<file path="src/rtl/rc4_pkg.sv">
// Shared types and constants for the RC4 PRGA/decrypt stage.
// PRGA_ASCII_CHECK_EN selects the plaintext ASCII filter in rc4_prga_decrypt.
package rc4_pkg;

   typedef enum logic [3:0] {
      ST_IDLE,
      ST_RD_I,
      ST_WT_I,
      ST_RD_J,
      ST_WT_J,
      ST_SW_I,
      ST_SW_J,
      ST_RD_F,
      ST_WT_F,
      ST_WR_D,
      ST_NEXT,
      ST_DONE
   } prga_state_t;

   localparam logic [7:0] ASCII_LO    = 8'h61;
   localparam logic [7:0] ASCII_HI    = 8'h7A;
   localparam logic [7:0] ASCII_SPACE = 8'h20;

   localparam int MSG_LEN_DEFAULT = 32;
   localparam int MSG_AW          = 5;

endpackage

</file>
<file path="src/rtl/rc4_prga_decrypt_if.sv">
// Control handshake plus S-memory, ciphertext ROM and plaintext RAM ports
// of the RC4 PRGA/decrypt stage.
interface rc4_prga_decrypt_if
   import rc4_pkg::*;
#(
   parameter int ADDR_W = 8,
   parameter int DATA_W = 8
);
   logic              start;
   logic              busy;
   logic              done;
   logic              key_invalid;
   logic [ADDR_W-1:0] s_addr;
   logic [DATA_W-1:0] s_wdata;
   logic              s_wren;
   logic [DATA_W-1:0] s_rdata;
   logic [MSG_AW-1:0] rom_addr;
   logic [DATA_W-1:0] rom_rdata;
   logic [MSG_AW-1:0] dec_addr;
   logic [DATA_W-1:0] dec_wdata;
   logic              dec_wren;

   modport master (
      input  start, s_rdata, rom_rdata,
      output busy, done, key_invalid, s_addr, s_wdata, s_wren,
             rom_addr, dec_addr, dec_wdata, dec_wren
   );

   modport slave (
      output start, s_rdata, rom_rdata,
      input  busy, done, key_invalid, s_addr, s_wdata, s_wren,
             rom_addr, dec_addr, dec_wdata, dec_wren
   );
endinterface

</file>
<file path="src/rtl/rc4_ascii_check.sv">
// Flags a plaintext byte as plausible: lowercase letter or space.
module rc4_ascii_check
   import rc4_pkg::*;
(
   input  logic [7:0] data,
   output logic       valid
);
   assign valid = ((data >= ASCII_LO) && (data <= ASCII_HI)) || (data == ASCII_SPACE);
endmodule

</file>
<file path="src/rtl/rc4_prga_decrypt.sv">
// RC4 keystream generation and decrypt, 10 cycles per message byte.
// Define PRGA_ASCII_CHECK_EN to abort on the first non-lowercase/space plaintext byte.
module rc4_prga_decrypt
   import rc4_pkg::*;
#(
   parameter int MSG_LEN = MSG_LEN_DEFAULT,
   parameter int ADDR_W  = 8,
   parameter int DATA_W  = 8
) (
   input  logic               clk,
   input  logic               reset_n,
   rc4_prga_decrypt_if.master bus
);
   localparam logic [7:0] K_LAST = 8'(MSG_LEN - 1);

   prga_state_t       state_reg, state_next;
   logic [ADDR_W-1:0] i_reg, i_next, j_reg, j_next;
   logic [7:0]        k_reg, k_next;
   logic [DATA_W-1:0] si_reg, si_next, sj_reg, sj_next;
   logic [ADDR_W-1:0] s_addr_reg, s_addr_next;
   logic [DATA_W-1:0] s_wdata_reg, s_wdata_next;
   logic              s_wren_reg, s_wren_next;
   logic [MSG_AW-1:0] rom_addr_reg, rom_addr_next;
   logic [MSG_AW-1:0] dec_addr_reg, dec_addr_next;
   logic [DATA_W-1:0] dec_wdata_reg, dec_wdata_next;
   logic              dec_wren_reg, dec_wren_next;
   logic [DATA_W-1:0] plain;

   assign plain = bus.s_rdata ^ bus.rom_rdata;

`ifdef PRGA_ASCII_CHECK_EN
   logic key_invalid_reg, key_invalid_next;
   logic byte_ok;

   rc4_ascii_check u_ascii_check (
      .data  (plain[7:0]),
      .valid (byte_ok)
   );

   always_ff @(posedge clk or negedge reset_n) begin
      if (!reset_n) key_invalid_reg <= 1'b0;
      else          key_invalid_reg <= key_invalid_next;
   end

   assign bus.key_invalid = key_invalid_reg;
`else
   assign bus.key_invalid = 1'b0;
`endif

   always_ff @(posedge clk or negedge reset_n) begin
      if (!reset_n) begin
         state_reg     <= ST_IDLE;
         i_reg         <= '0;
         j_reg         <= '0;
         k_reg         <= '0;
         si_reg        <= '0;
         sj_reg        <= '0;
         s_addr_reg    <= '0;
         s_wdata_reg   <= '0;
         s_wren_reg    <= 1'b0;
         rom_addr_reg  <= '0;
         dec_addr_reg  <= '0;
         dec_wdata_reg <= '0;
         dec_wren_reg  <= 1'b0;
      end else begin
         state_reg     <= state_next;
         i_reg         <= i_next;
         j_reg         <= j_next;
         k_reg         <= k_next;
         si_reg        <= si_next;
         sj_reg        <= sj_next;
         s_addr_reg    <= s_addr_next;
         s_wdata_reg   <= s_wdata_next;
         s_wren_reg    <= s_wren_next;
         rom_addr_reg  <= rom_addr_next;
         dec_addr_reg  <= dec_addr_next;
         dec_wdata_reg <= dec_wdata_next;
         dec_wren_reg  <= dec_wren_next;
      end
   end

   // Each state's assignments land in the registers at its closing edge, so
   // an address set in RD_x is on the bus during WT_x and its data is read next.
   always_comb begin
      state_next     = state_reg;
      i_next         = i_reg;
      j_next         = j_reg;
      k_next         = k_reg;
      si_next        = si_reg;
      sj_next        = sj_reg;
      s_addr_next    = s_addr_reg;
      s_wdata_next   = s_wdata_reg;
      s_wren_next    = 1'b0;
      rom_addr_next  = rom_addr_reg;
      dec_addr_next  = dec_addr_reg;
      dec_wdata_next = dec_wdata_reg;
      dec_wren_next  = 1'b0;
`ifdef PRGA_ASCII_CHECK_EN
      key_invalid_next = key_invalid_reg;
`endif
      case (state_reg)
         ST_IDLE, ST_DONE: begin
            if (bus.start) begin
               i_next     = ADDR_W'(1);
               j_next     = '0;
               k_next     = '0;
               state_next = ST_RD_I;
`ifdef PRGA_ASCII_CHECK_EN
               key_invalid_next = 1'b0;
`endif
            end
         end
         ST_RD_I: begin
            s_addr_next = i_reg;
            state_next  = ST_WT_I;
         end
         ST_WT_I: state_next = ST_RD_J;
         ST_RD_J: begin
            si_next     = bus.s_rdata;
            j_next      = j_reg + ADDR_W'(bus.s_rdata);
            s_addr_next = j_reg + ADDR_W'(bus.s_rdata);
            state_next  = ST_WT_J;
         end
         ST_WT_J: state_next = ST_SW_I;
         ST_SW_I: begin
            sj_next      = bus.s_rdata;
            s_addr_next  = i_reg;
            s_wdata_next = bus.s_rdata;
            s_wren_next  = 1'b1;
            state_next   = ST_SW_J;
         end
         ST_SW_J: begin
            s_addr_next  = j_reg;
            s_wdata_next = si_reg;
            s_wren_next  = 1'b1;
            state_next   = ST_RD_F;
         end
         ST_RD_F: begin
            s_addr_next   = ADDR_W'(si_reg + sj_reg);
            rom_addr_next = k_reg[MSG_AW-1:0];
            state_next    = ST_WT_F;
         end
         ST_WT_F: state_next = ST_WR_D;
         ST_WR_D: begin
            dec_addr_next  = k_reg[MSG_AW-1:0];
            dec_wdata_next = plain;
`ifdef PRGA_ASCII_CHECK_EN
            if (!byte_ok) begin
               key_invalid_next = 1'b1;
               state_next       = ST_DONE;
            end else begin
               dec_wren_next = 1'b1;
               state_next    = ST_NEXT;
            end
`else
            dec_wren_next = 1'b1;
            state_next    = ST_NEXT;
`endif
         end
         ST_NEXT: begin
            if (k_reg == K_LAST) begin
               state_next = ST_DONE;
            end else begin
               k_next     = k_reg + 8'd1;
               i_next     = i_reg + ADDR_W'(1);
               state_next = ST_RD_I;
            end
         end
         default: state_next = ST_IDLE;
      endcase
   end

   assign bus.busy      = (state_reg != ST_IDLE) && (state_reg != ST_DONE);
   assign bus.done      = (state_reg == ST_DONE);
   assign bus.s_addr    = s_addr_reg;
   assign bus.s_wdata   = s_wdata_reg;
   assign bus.s_wren    = s_wren_reg;
   assign bus.rom_addr  = rom_addr_reg;
   assign bus.dec_addr  = dec_addr_reg;
   assign bus.dec_wdata = dec_wdata_reg;
   assign bus.dec_wren  = dec_wren_reg;

endmodule

</file>
<file path="src/flat_wrapper.sv">
// flat-port wrapper written by rule: the top's interface ports become plain ports
module rc4_prga_decrypt_flat import rc4_pkg::*;
#(
   parameter int MSG_LEN = MSG_LEN_DEFAULT,
   parameter int ADDR_W  = 8,
   parameter int DATA_W  = 8
)
  (clk, reset_n, bus_start, bus_s_rdata, bus_rom_rdata, bus_busy, bus_done, bus_key_invalid, bus_s_addr, bus_s_wdata, bus_s_wren, bus_rom_addr, bus_dec_addr, bus_dec_wdata, bus_dec_wren);
  rc4_prga_decrypt_if #(.ADDR_W(ADDR_W), .DATA_W(DATA_W)) bus_i ();
  input  logic clk;
  input  logic reset_n;
  input wire logic [$bits(bus_i.start)-1:0] bus_start;
  input wire logic [$bits(bus_i.s_rdata)-1:0] bus_s_rdata;
  input wire logic [$bits(bus_i.rom_rdata)-1:0] bus_rom_rdata;
  output wire logic [$bits(bus_i.busy)-1:0] bus_busy;
  output wire logic [$bits(bus_i.done)-1:0] bus_done;
  output wire logic [$bits(bus_i.key_invalid)-1:0] bus_key_invalid;
  output wire logic [$bits(bus_i.s_addr)-1:0] bus_s_addr;
  output wire logic [$bits(bus_i.s_wdata)-1:0] bus_s_wdata;
  output wire logic [$bits(bus_i.s_wren)-1:0] bus_s_wren;
  output wire logic [$bits(bus_i.rom_addr)-1:0] bus_rom_addr;
  output wire logic [$bits(bus_i.dec_addr)-1:0] bus_dec_addr;
  output wire logic [$bits(bus_i.dec_wdata)-1:0] bus_dec_wdata;
  output wire logic [$bits(bus_i.dec_wren)-1:0] bus_dec_wren;
  assign bus_i.start = bus_start;
  assign bus_i.s_rdata = bus_s_rdata;
  assign bus_i.rom_rdata = bus_rom_rdata;
  assign bus_busy = bus_i.busy;
  assign bus_done = bus_i.done;
  assign bus_key_invalid = bus_i.key_invalid;
  assign bus_s_addr = bus_i.s_addr;
  assign bus_s_wdata = bus_i.s_wdata;
  assign bus_s_wren = bus_i.s_wren;
  assign bus_rom_addr = bus_i.rom_addr;
  assign bus_dec_addr = bus_i.dec_addr;
  assign bus_dec_wdata = bus_i.dec_wdata;
  assign bus_dec_wren = bus_i.dec_wren;
  rc4_prga_decrypt #(.MSG_LEN(MSG_LEN), .ADDR_W(ADDR_W), .DATA_W(DATA_W)) u_core (.clk(clk), .reset_n(reset_n), .bus(bus_i));
endmodule
</file>
<file path="config.mk">
export PLATFORM = sky130hd
export DESIGN_NAME = rc4_prga_decrypt_flat
export DESIGN_NICKNAME = d
export VERILOG_FILES = /design/src/rtl/rc4_pkg.sv /design/src/rtl/rc4_prga_decrypt_if.sv /design/src/rtl/rc4_ascii_check.sv /design/src/rtl/rc4_prga_decrypt.sv /design/src/flat_wrapper.sv
export SDC_FILE = /design/constraint.sdc
export NUM_CORES = 1
export LEC_CHECK = 0
export ABC_AREA = 1
export ABC_CLOCK_PERIOD_IN_PS = 4900
export CAP_MARGIN = 20
export CELL_PAD_IN_SITES_DETAIL_PLACEMENT = 0
export CELL_PAD_IN_SITES_GLOBAL_PLACEMENT = 1
export CORE_MARGIN = 1.5
export CORE_UTILIZATION = 51
export CTS_CLUSTER_DIAMETER = 80
export DETAILED_ROUTE_END_ITERATION = 12
export DONT_BUFFER_PORTS = 1
export GPL_ROUTABILITY_DRIVEN = 0
export PLACE_DENSITY_LB_ADDON = 0.1
export SYNTH_ARGS = -nofsm -noshare
export SYNTH_HDL_FRONTEND = slang
export SYNTH_SLANG_ARGS = --single-unit
</file>
<file path="constraint.sdc">
create_clock -name clk -period 4.9 [get_ports clk]
set_clock_uncertainty 0.2 [all_clocks]
set_input_delay 1.47 -clock clk [delete_from_list [all_inputs] [get_ports clk]]
set_output_delay 1.47 -clock clk [all_outputs]
set_load 0.01 [all_outputs]
</file>
==> results of run 1 <==
[final cells by class]
class | count | share of cell area, %
Multi-Input combinational cell | 381 | 43.70
Sequential cell | 80 | 43.33
Inverter | 72 | 5.903
Clock buffer | 10 | 2.979
Tap cell | 105 | 2.843
Clock inverter | 6 | 1.246
[worst register-to-register path, delay by kind of cell (launching register included)]
family	cells	cell delay (ns)
buffers and inverters	1	0.33
AND/OR/NAND/NOR	3	1.15
AO/OA/AOI/OAI	1	0.12
flip-flops	1	0.52
[power by group through the flow]
stage | Combinational, mW | Sequential (mW) | Clock (mW)
6_report | 1.26 | 1.16 | 0.490
5_1_grt | 1.44 | 1.20 | 0.525
4_1_cts | 1.26 | 1.17 | 0.501
3_5_place_dp | 1.26 | 1.18 | 0
3_3_place_gp | 1.24 | 1.17 | 0
2_1_floorplan | 1.02 | 1.12 | 0
[layer usage]
layer	vias up	share of wire (%)	GRT usage [%]
met5	-	0	0
met4	0	2.9	11.15
met3	20	4.1	4.785
met2	71	49	40.96
met1	1644	44	31.42
li1	1759	-	-
[through the flow]
step	utilization, %	instance area [sq um]	cells	total power [mW]
after floorplan	-	4354	542	2.141
final	55.95	4621	654	2.911
after CTS	55.95	4621	654	2.934
after global routing	55.95	4621	654	3.170
after detailed placement	53.59	4425	638	2.436
after global placement	53.59	4425	638	2.406
[worst paths after layout]
path                       cells after the start           startpoint  slack, ns                 endpoint
setup / recovery                               4  u_core.state_reg[2]       1.90                 bus_busy
hold / removal                                 2     u_core.si_reg[0]       0.32         u_core.si_reg[0]
setup reg to reg                               5  u_core.state_reg[1]       2.47          u_core.j_reg[0]
hold reg to reg                                2     u_core.si_reg[0]       0.32         u_core.si_reg[0]
max in group asynchronous                      0              reset_n       3.75          u_core.j_reg[0]
min in group asynchronous                      0              reset_n       0.59  u_core.bus.dec_wdata[6]
[logic make-up (layout without fill, tap and decap cells)]
logic type               count (synthesis)  in the layout  share of synthesized area (%)
AO/OA/AOI/OAI                           85             85                          10.66
XOR/XNOR                                17             17                          3.419
adder cells (fa/ha/maj)                 18             18                          5.517
buffers and inverters                   81             88                          7.643
flip-flops                              80             80                          45.98
other                                    1              1                        0.08612
AND/OR/NAND/NOR                        260            260                          26.70
[layout by cell type, fill, tap and decap left out, drive strengths merged]
cell     synthesis  routed
a21oi           14      14
a31o             1       1
a31oi            2       2
clkbuf           4      10
clkinv           1       2
conb             1       1
dfrtp           80      80
fa               2       2
ha              16      16
inv             71      76
nand2          176     176
nand3           45      45
nand3b           3       3
nand4            7       7
nor2            23      23
nor3             4       4
o2111ai          1       1
o211ai           1       1
o21ai           61      61
o22ai            4       4
o31ai            1       1
or2              2       2
xnor2           10      10
xor2             7       7
==> impl_results.md, run 1 <==
* Worst Setup Start Kind: flip-flop
* Filler instances at 802
* Post-DP HPWL at 7416 um
* Commonest cells in the netlist: 169 x nand2_1, 80 x dfrtp_1, 65 x inv_1
* PwrDens at 629.9 mW/mm^2
* Detailed-route wire length at 10190 um
* Delay-heaviest family, CP: simple AND/OR/NAND/NOR gates
* Final count of hold timing violations at 0
* Clock slew at reported path FFs at 0.09 ns
* Relative slew margins at 44.42%
* Clock buffer count from CTS at 9
* Critical path buffer and inverter count at 1
* CTS root buffer: clkbuf_8
* Area share of the largest cell type after synthesis at 45.98%
* Clock network power share at 16.8%
* Die Ht at 95.40 um
* Logic pwr share at 43.2%
* FP Rows at 33
* Post-synthesis sequential area ratio at 45.98%
* Synth-to-layout area growth at 6.121%
* Worst slack, placed at 1.957 ns
* Iteration-0 DRC Markers at 228
* Number of setup buffers added after CTS at 0
* CP max FO at 5
* Die area at 0.009101 sq mm
* VDD IR max at 0.4227 mV
* Detailed Routing Iterations Pass 1 at 5
* PnR worst setup slack at 1.902 ns
* Synth Area per Inst at 8.034 sq um
* Initial Util at 52.73%
* RSZ-0062 raised after global routing: no
* Synthesized area at 0.004354 sq mm
* Post-route clock period utilization at 61.18%
* CTS sink count at 80
* CP Class: reg -> out
* Worst path arrival time at 1.33 ns
* Slowest stage cell, crit path: dfrtp_1
* Status: finished clean
* Worst path required time at 3.23 ns
* CTS tree: built
* Area leader, netlist: dfrtp_1
* Global route overflow at 0
* Int Pwr at 1.552 mW
* # setup viols final at 0
* Primary FF master, synth: dfrtp_1
* Sw Pwr at 1.359 mW
* Worst Tran Pin Value at 0.8327 ns
* Synth async-reset ratio at 100.0%
* Ant. Diodes at 0
* Dominant cell by count in the synthesized netlist: nand2_1
* Worst hold path type: reg -> reg
* Sequential Power Share at 40.0%
* DR vias/cell at 5.343
* Vias at 3494
* CTS H-tree lvls at 3
* CTS Hold Bufs at 0
* Type of destination of the critical path: output pin
* Syn_nets at 579
* Switching Fraction at 46.69%
* Die span in x at 95.40 um
* Core Footprint at 0.008258 sq mm
* Fraction of layout cells with a size suffix above 1 at 8.197%
* CP dominant cell by count: nor2_4
* Slew Limit Fails at 0
* Clk_lat worst skew at 0.36 ns
* Antenna-violating nets left at 0
* Leakage at 2.301 nW
* Final min period at 2.998 ns
* Maximum buffer depth of the clock tree at 2
* Seq. cell area at 0.002002 sq mm
* Detail-routed net length per standard cell at 15.58 um
* Count of input and output buffers at 0
* Area occupied by multi-input gates at 0.002019 sq mm
* First-pass GRT wire length at 16950 um
* Synth Warn # at 0
* PostCTS Resize Cnt at 0
* Nets at 581
* Pin count of the biggest net entering global routing at 81
* Setup TNS at 0 ns
* WHS at 0.3171 ns
* Number of synthesized flops with an enable pin at 0
* Maximum clock rate at 333.6 MHz
* Synth top area cells: dfrtp_1 46%, nand2_1 15%, inv_1 5.6%
* Initial antenna violation count at 0
* Total track usage at 24.77%
* Drt drc at 0
* Yosys reg bits at 80
* Crit-path cells: inv_1 > nand2_1 > nor2_4 > nor2_4
* Vias in the first global route at 3451
* Count of cell types in the netlist at 38
* Cells after synthesis at 542
* Slowest cell delay on critical path at 0.38 ns
* IO Pins at 58
* Maxcap violations at 0
No activity file was read; power rests on OpenSTA's default activity.
==> inputs of run 2 (changes only) <==
ABC_CLOCK_PERIOD_IN_PS = 2800   (was 4900)
CORE_UTILIZATION = 47   (was 51)
clock period = 2.8 ns   (was 4.9 ns; I/O delays follow)
==> impl_results.md, run 2 (synthesis results as in run 1) <==
* Post-DP HPWL at 7769 um (+4.8%)
* CP max FO at 5 (unchanged)
* Post-route cell area at 0.004664 sq mm (+0.95%)
* Slowest cell delay on critical path at 0.37 ns (about the same)
* Initial Util at 49.21% (-3.5 points)
* Worst Setup Start Kind: flip-flop
* Slew Limit Fails at 0 (unchanged)
* Fraction of layout cells with a size suffix above 1 at 8.333% (+0.14 points)
* Vias at 3517 (+0.66%)
* Worst r2r path cells at 9 (+4)
* Type of destination of the critical path: output pin
* VDD IR max at 0.5349 mV (+27%)
* Drt drc at 0 (unchanged)
* Placed Cells at 644 (+0.94%)
* Status: complete, but fails checks
* Detailed Routing Iterations Pass 1 at 4 (-1)
* Failing checks: hold timing
* CP Class: reg -> out
* Vias in the first global route at 3392 (-1.7%)
* DR vias/cell at 5.329 (-0.26%)
* Worst path required time at 1.76 ns (-1.47 ns)
* Layout Cells excl Fill at 660 (+0.92%)
* Clk_lat worst skew at 0.35 ns (about the same)
* FF-to-FF Start: u_core.state_reg[3]
* R2R setup slack at 0.71 ns (-1.76 ns)
* Nets at 584 (+0.52%)
* Antenna-violating nets left at 0 (unchanged)
* Worst Tran Pin Value at 0.7023 ns (-0.1304 ns)
* Pin count of the biggest net entering global routing at 81 (unchanged)
* Maximum buffer depth of the clock tree at 2 (unchanged)
* Global route overflow at 0 (unchanged)
* Core Footprint at 0.008848 sq mm (+7.2%)
* Crit-path cells: inv_1 > nand2_1 > nor2_4 > nor2_4
* Initial antenna violation count at 0 (unchanged)
* Die area at 0.009851 sq mm (+8.2%)
* Total track usage at 22.64% (-2.1 points)
* CP dominant cell by count: nor2_4
* Worst slack, placed at 0.4710 ns (-1.486 ns)
* Worst hold path type: in -> async
* Maximum clock rate at 417.3 MHz
* Relative slew margins at 53.01% (+8.6 points)
* Synth-to-layout area growth at 7.126%
* Clock buffer count from CTS at 9 (unchanged)
* Number of setup buffers added after CTS at 0 (unchanged)
* Ant. Diodes at 0 (unchanged)
* Filler instances at 870 (+8.5%)
* Clock slew at reported path FFs at 0.08 ns (about the same)
* Count of input and output buffers at 0 (unchanged)
* First-pass GRT wire length at 17260 um (+1.9%)
* Leakage at 2.319 nW (+0.77%)
* Final count of hold timing violations at 73 (+73)
* RSZ-0062 raised after global routing: no
* # setup viols final at 0 (unchanged)
* Maxcap violations at 0 (unchanged)
* Final Core Density at 52.71% (-3.2 points)
* Most frequent cells in the layout: 169 x nand2_1, 80 x dfrtp_1, 65 x inv_1
* Setup TNS at 0 ns (unchanged)
* PostCTS Resize Cnt at 0 (unchanged)
* Die span in x at 99.25 um (+4.0%)
* Die Ht at 99.25 um (+4.0%)
* Post-route clock period utilization at 85.58%
* FP Rows at 34 (+3.0%)
* PwrDens at 1120 mW/mm^2 (+78%)
* CTS tree: built
* Reg-to-Reg End: u_core.bus.s_addr[3]
* Final min period at 2.396 ns
* IO Pins at 58 (unchanged)
* PnR worst setup slack at 0.4037 ns (-1.499 ns)
* WHS at -0.02545 ns (-0.3425 ns)
* Placed cell area at 0.004452 sq mm (+0.59%)
* Slowest stage cell, crit path: dfrtp_1
* Most common cell after layout, fill and taps aside: nand2_1
* Iteration-0 DRC Markers at 166 (-27%)
* Total power at 5.223 mW (+79%)
* Worst path arrival time at 1.36 ns (+0.03 ns)
* Detailed-route wire length at 10700 um (+4.9%)
* Detail-routed net length per standard cell at 16.21 um (+4.0%)
* CTS root buffer: clkbuf_8
* CTS sink count at 80 (unchanged)
* CTS H-tree lvls at 3 (unchanged)
==> run 2: metal layers <==
| metal | track usage [%] | up-vias | part of all wire, % |
|---|---|---|---|
| met5 | 0 | - | 0 |
| met4 | 7.151 | 0 | 1.2 |
| met3 | 4.076 | 11 | 6.2 |
| met2 | 34.56 | 88 | 43 |
| met1 | 32.88 | 1657 | 50 |
| li1 | - | 1761 | - |
==> run 2: layout make-up <==
type	count	area, sq um	share of cell area (%)
sequential	80	2002	42.92
tap	108	135.1	2.897
timing repair buffer	3	22.52	0.4828
clock buffer	11	131.4	2.817
multi-input combinational	381	2019	43.29
inverter	72	272.8	5.848
clock inverter	5	81.33	1.744
==> run 2: critical path: cells and delay by family (launching register included) <==
family	cells	cell delay, ns
simple gates	3	0.52
buf+inv	1	0.13
flops	1	0.37
==> run 2: worst max-delay path by stage <==
stage,cells after the start,startpoint,slack (ns),endpoint
floorplan,11,bus_s_rdata[0],0.59,u_core.bus.s_addr[6]
global placement,11,bus_s_rdata[0],0.49,u_core.bus.s_addr[6]
detailed placement,11,bus_s_rdata[0],0.47,u_core.bus.s_addr[6]
CTS,4,u_core.state_reg[2],0.39,bus_busy
global route,4,u_core.state_reg[2],0.32,bus_busy
finish,4,u_core.state_reg[2],0.40,bus_busy
==> run 2: power breakdown <==
part           total, mW  switching, mW  internal, mW
registers           2.04          0.432          1.60
clock network      0.942          0.438         0.504
logic               2.25           1.48         0.765
total               5.22           2.35          2.87
==> inputs of run 3 (changes only) <==
==> constraint.sdc (replaced) <==
create_clock -name clk -period 2.8 [get_ports clk]
set_clock_uncertainty 0.2 [all_clocks]
set_input_delay 0.28 -clock clk [delete_from_list [all_inputs] [get_ports clk]]
set_output_delay 0.28 -clock clk [all_outputs]
set_load 0.01 [all_outputs]
==> impl_results.md, run 3 (synthesis results as in run 1) <==
* Status: finished clean
* Fraction of layout cells with a size suffix above 1 at 8.421% (+0.088 points)
* Most common cell after layout, fill and taps aside: nand2_1
* Initial Util at 49.21% (unchanged)
* Post-route clock period utilization at 74.63% (-11 points)
* Vias in the first global route at 3399 (+0.21%)
* GR Layer Usage met3 at 5.271% (+1.2 points)
* CTS root buffer: clkbuf_8
* Layout Cells excl Fill at 678 (+2.7%)
* Maxcap violations at 0 (unchanged)
* Die span in x at 99.25 um (unchanged)
* PwrDens at 1068 mW/mm^2 (-4.6%)
* Detailed Routing Iterations Pass 1 at 4 (unchanged)
* RSZ-0062 raised after global routing: no
* Leakage at 2.392 nW (+3.2%)
* Type of destination of the critical path: flip-flop
* Initial antenna violation count at 0 (unchanged)
* Drt drc at 0 (unchanged)
* Iteration-0 DRC Markers at 193 (+16%)
* FF-to-FF Start: u_core.state_reg[2]
* CP max FO at 17 (+12)
* Final min period at 2.090 ns (-0.3067 ns)
* PnR worst setup slack at 0.7103 ns (+0.3067 ns)
* Placed Cells at 643 (-0.16%)
* VDD IR max at 0.4215 mV (-21%)
* Synth-to-layout area growth at 11.38%
* Setup TNS at 0 ns (unchanged)
* Die area at 0.009851 sq mm (unchanged)
* Slew Limit Fails at 0 (unchanged)
* Relative slew margins at 55.06% (+2.0 points)
* Worst Tran Pin Value at 0.6717 ns (-0.03060 ns)
* CTS H-tree lvls at 3 (unchanged)
* CTS tree: built
* CP Class: reg -> reg
* Vias at 3564 (+1.3%)
* Worst hold path type: in -> reg
* First-pass GRT wire length at 18110 um (+4.9%)
* Worst Setup Start Kind: flip-flop
* # setup viols final at 0 (unchanged)
* Die Ht at 99.25 um (unchanged)
* Most frequent cells in the layout: 169 x nand2_1, 80 x dfrtp_1, 65 x inv_1
* Total power at 5.180 mW (-0.83%)
* Total track usage at 23.73% (+1.1 points)
* Worst path required time at 2.86 ns (+1.10 ns)
* Final count of hold timing violations at 0 (-100%)
* Area occupied by multi-input gates at 0.002019 sq mm (unchanged)
* Clock buffer count from CTS at 9 (unchanged)
* GRT met1 Usage at 35.23% (+2.4 points)
* Clk_lat worst skew at 0.35 ns (about the same)
* Global route overflow at 0 (unchanged)
* IO Pins at 58 (unchanged)
* Clock slew at reported path FFs at 0.10 ns (+0.02 ns)
* Pin count of the biggest net entering global routing at 81 (unchanged)
* GRT busiest layer: met2
* CP Launch Point: u_core.state_reg[2]
* Detail-routed net length per standard cell at 16.17 um (-0.22%)
* CTS sink count at 80 (unchanged)
* Hold path start: bus_s_rdata[0]
* GR Util met2 at 35.72% (+1.2 points)
* Maximum clock rate at 478.5 MHz (+15%)
* Seq. cell area at 0.002002 sq mm (unchanged)
* Antenna-violating nets left at 0 (unchanged)
* Core Footprint at 0.008848 sq mm (unchanged)
* Maximum buffer depth of the clock tree at 2 (unchanged)
* Nets at 602 (+3.1%)
* Count of input and output buffers at 0 (unchanged)
* DR vias/cell at 5.257 (-1.4%)
* Worst path arrival time at 2.15 ns (+0.79 ns)
* Filler instances at 883 (+1.5%)
* FP Rows at 34 (unchanged)
* Detailed-route wire length at 10960 um (+2.5%)
* Ant. Diodes at 0 (unchanged)
* Final Core Density at 54.81% (+2.1 points)
* Post-DP HPWL at 7858 um (+1.1%)
* Worst slack, placed at 0.7344 ns (+0.2634 ns)
* PostCTS Resize Cnt at 0 (unchanged)
[run 3: cell count changes in the layout (fill, tap and decap cells not counted), sizes merged]
cell	previous run	this run
bufinv	2	0
clkbuf	11	9
clkinv	3	2
clkinvlp	1	2
dlygate4sd3	0	18
inv	71	75
[run 3: repair_timing]
| action | CTS | global route |
|---|---|---|
| buffers inserted | 0 | 0 |
| hold buffers | 19 | 0 |
| hold endpoints to repair | 115 | 0 |
[run 3: layout make-up]
class	instances	area share, %
repair buffers	21	4.592
clock buffers	9	2.554
well taps	108	2.786
flip-flops and latches	80	41.28
inverters	72	5.624
multi-input cells	381	41.64
clock inverters	7	1.522
[run 3: power by group]
part / switching, mW / total, mW / internal (mW)
clock: 0.495 / 0.846 / 0.351
combinational: 1.51 / 2.30 / 0.784
sequential: 0.434 / 2.04 / 1.60
[run 3: worst max-delay path: stages (launching register included)]
cell and delay (ns):
dfrtp_1 0.38, inv_1 0.11, nand2_1 0.18, nor2_4 0.33, inv_2 0.14, nand2_4 0.10, nand2_4 0.06, nor2_8 0.22
inv_4 0.13, nand2_1 0.09, o21ai_2 0.05
[run 3: final timing paths]
kind                       slack, ns                to  cells after the start
min in group asynchronous       0.31   u_core.k_reg[7]                      2
hold / removal                  0.03   u_core.j_reg[0]                      3
max in group asynchronous       1.78   u_core.j_reg[1]                      2
hold reg to reg                 0.32  u_core.si_reg[4]                      2
setup / recovery                0.71   u_core.i_reg[4]                     10
setup reg to reg                0.71   u_core.i_reg[4]                     10
[run 3: layer usage]
metal	vias to the layer above	wire length [um]
met1	1675	5335
li1	1791	-
met3	6	701
met4	0	64
met2	92	4862
met5	-	0
[run 3: per-stage QoR]
step | instance area [sq um] | hold slack, ns
2_1_floorplan | 4354 | -0.2156
3_5_place_dp | 4444 | -0.2139
5_1_grt | 4850 | 0.03259
6_report | 4850 | 0.03320
4_1_cts | 4850 | 0.01595
3_3_place_gp | 4444 | -0.2140
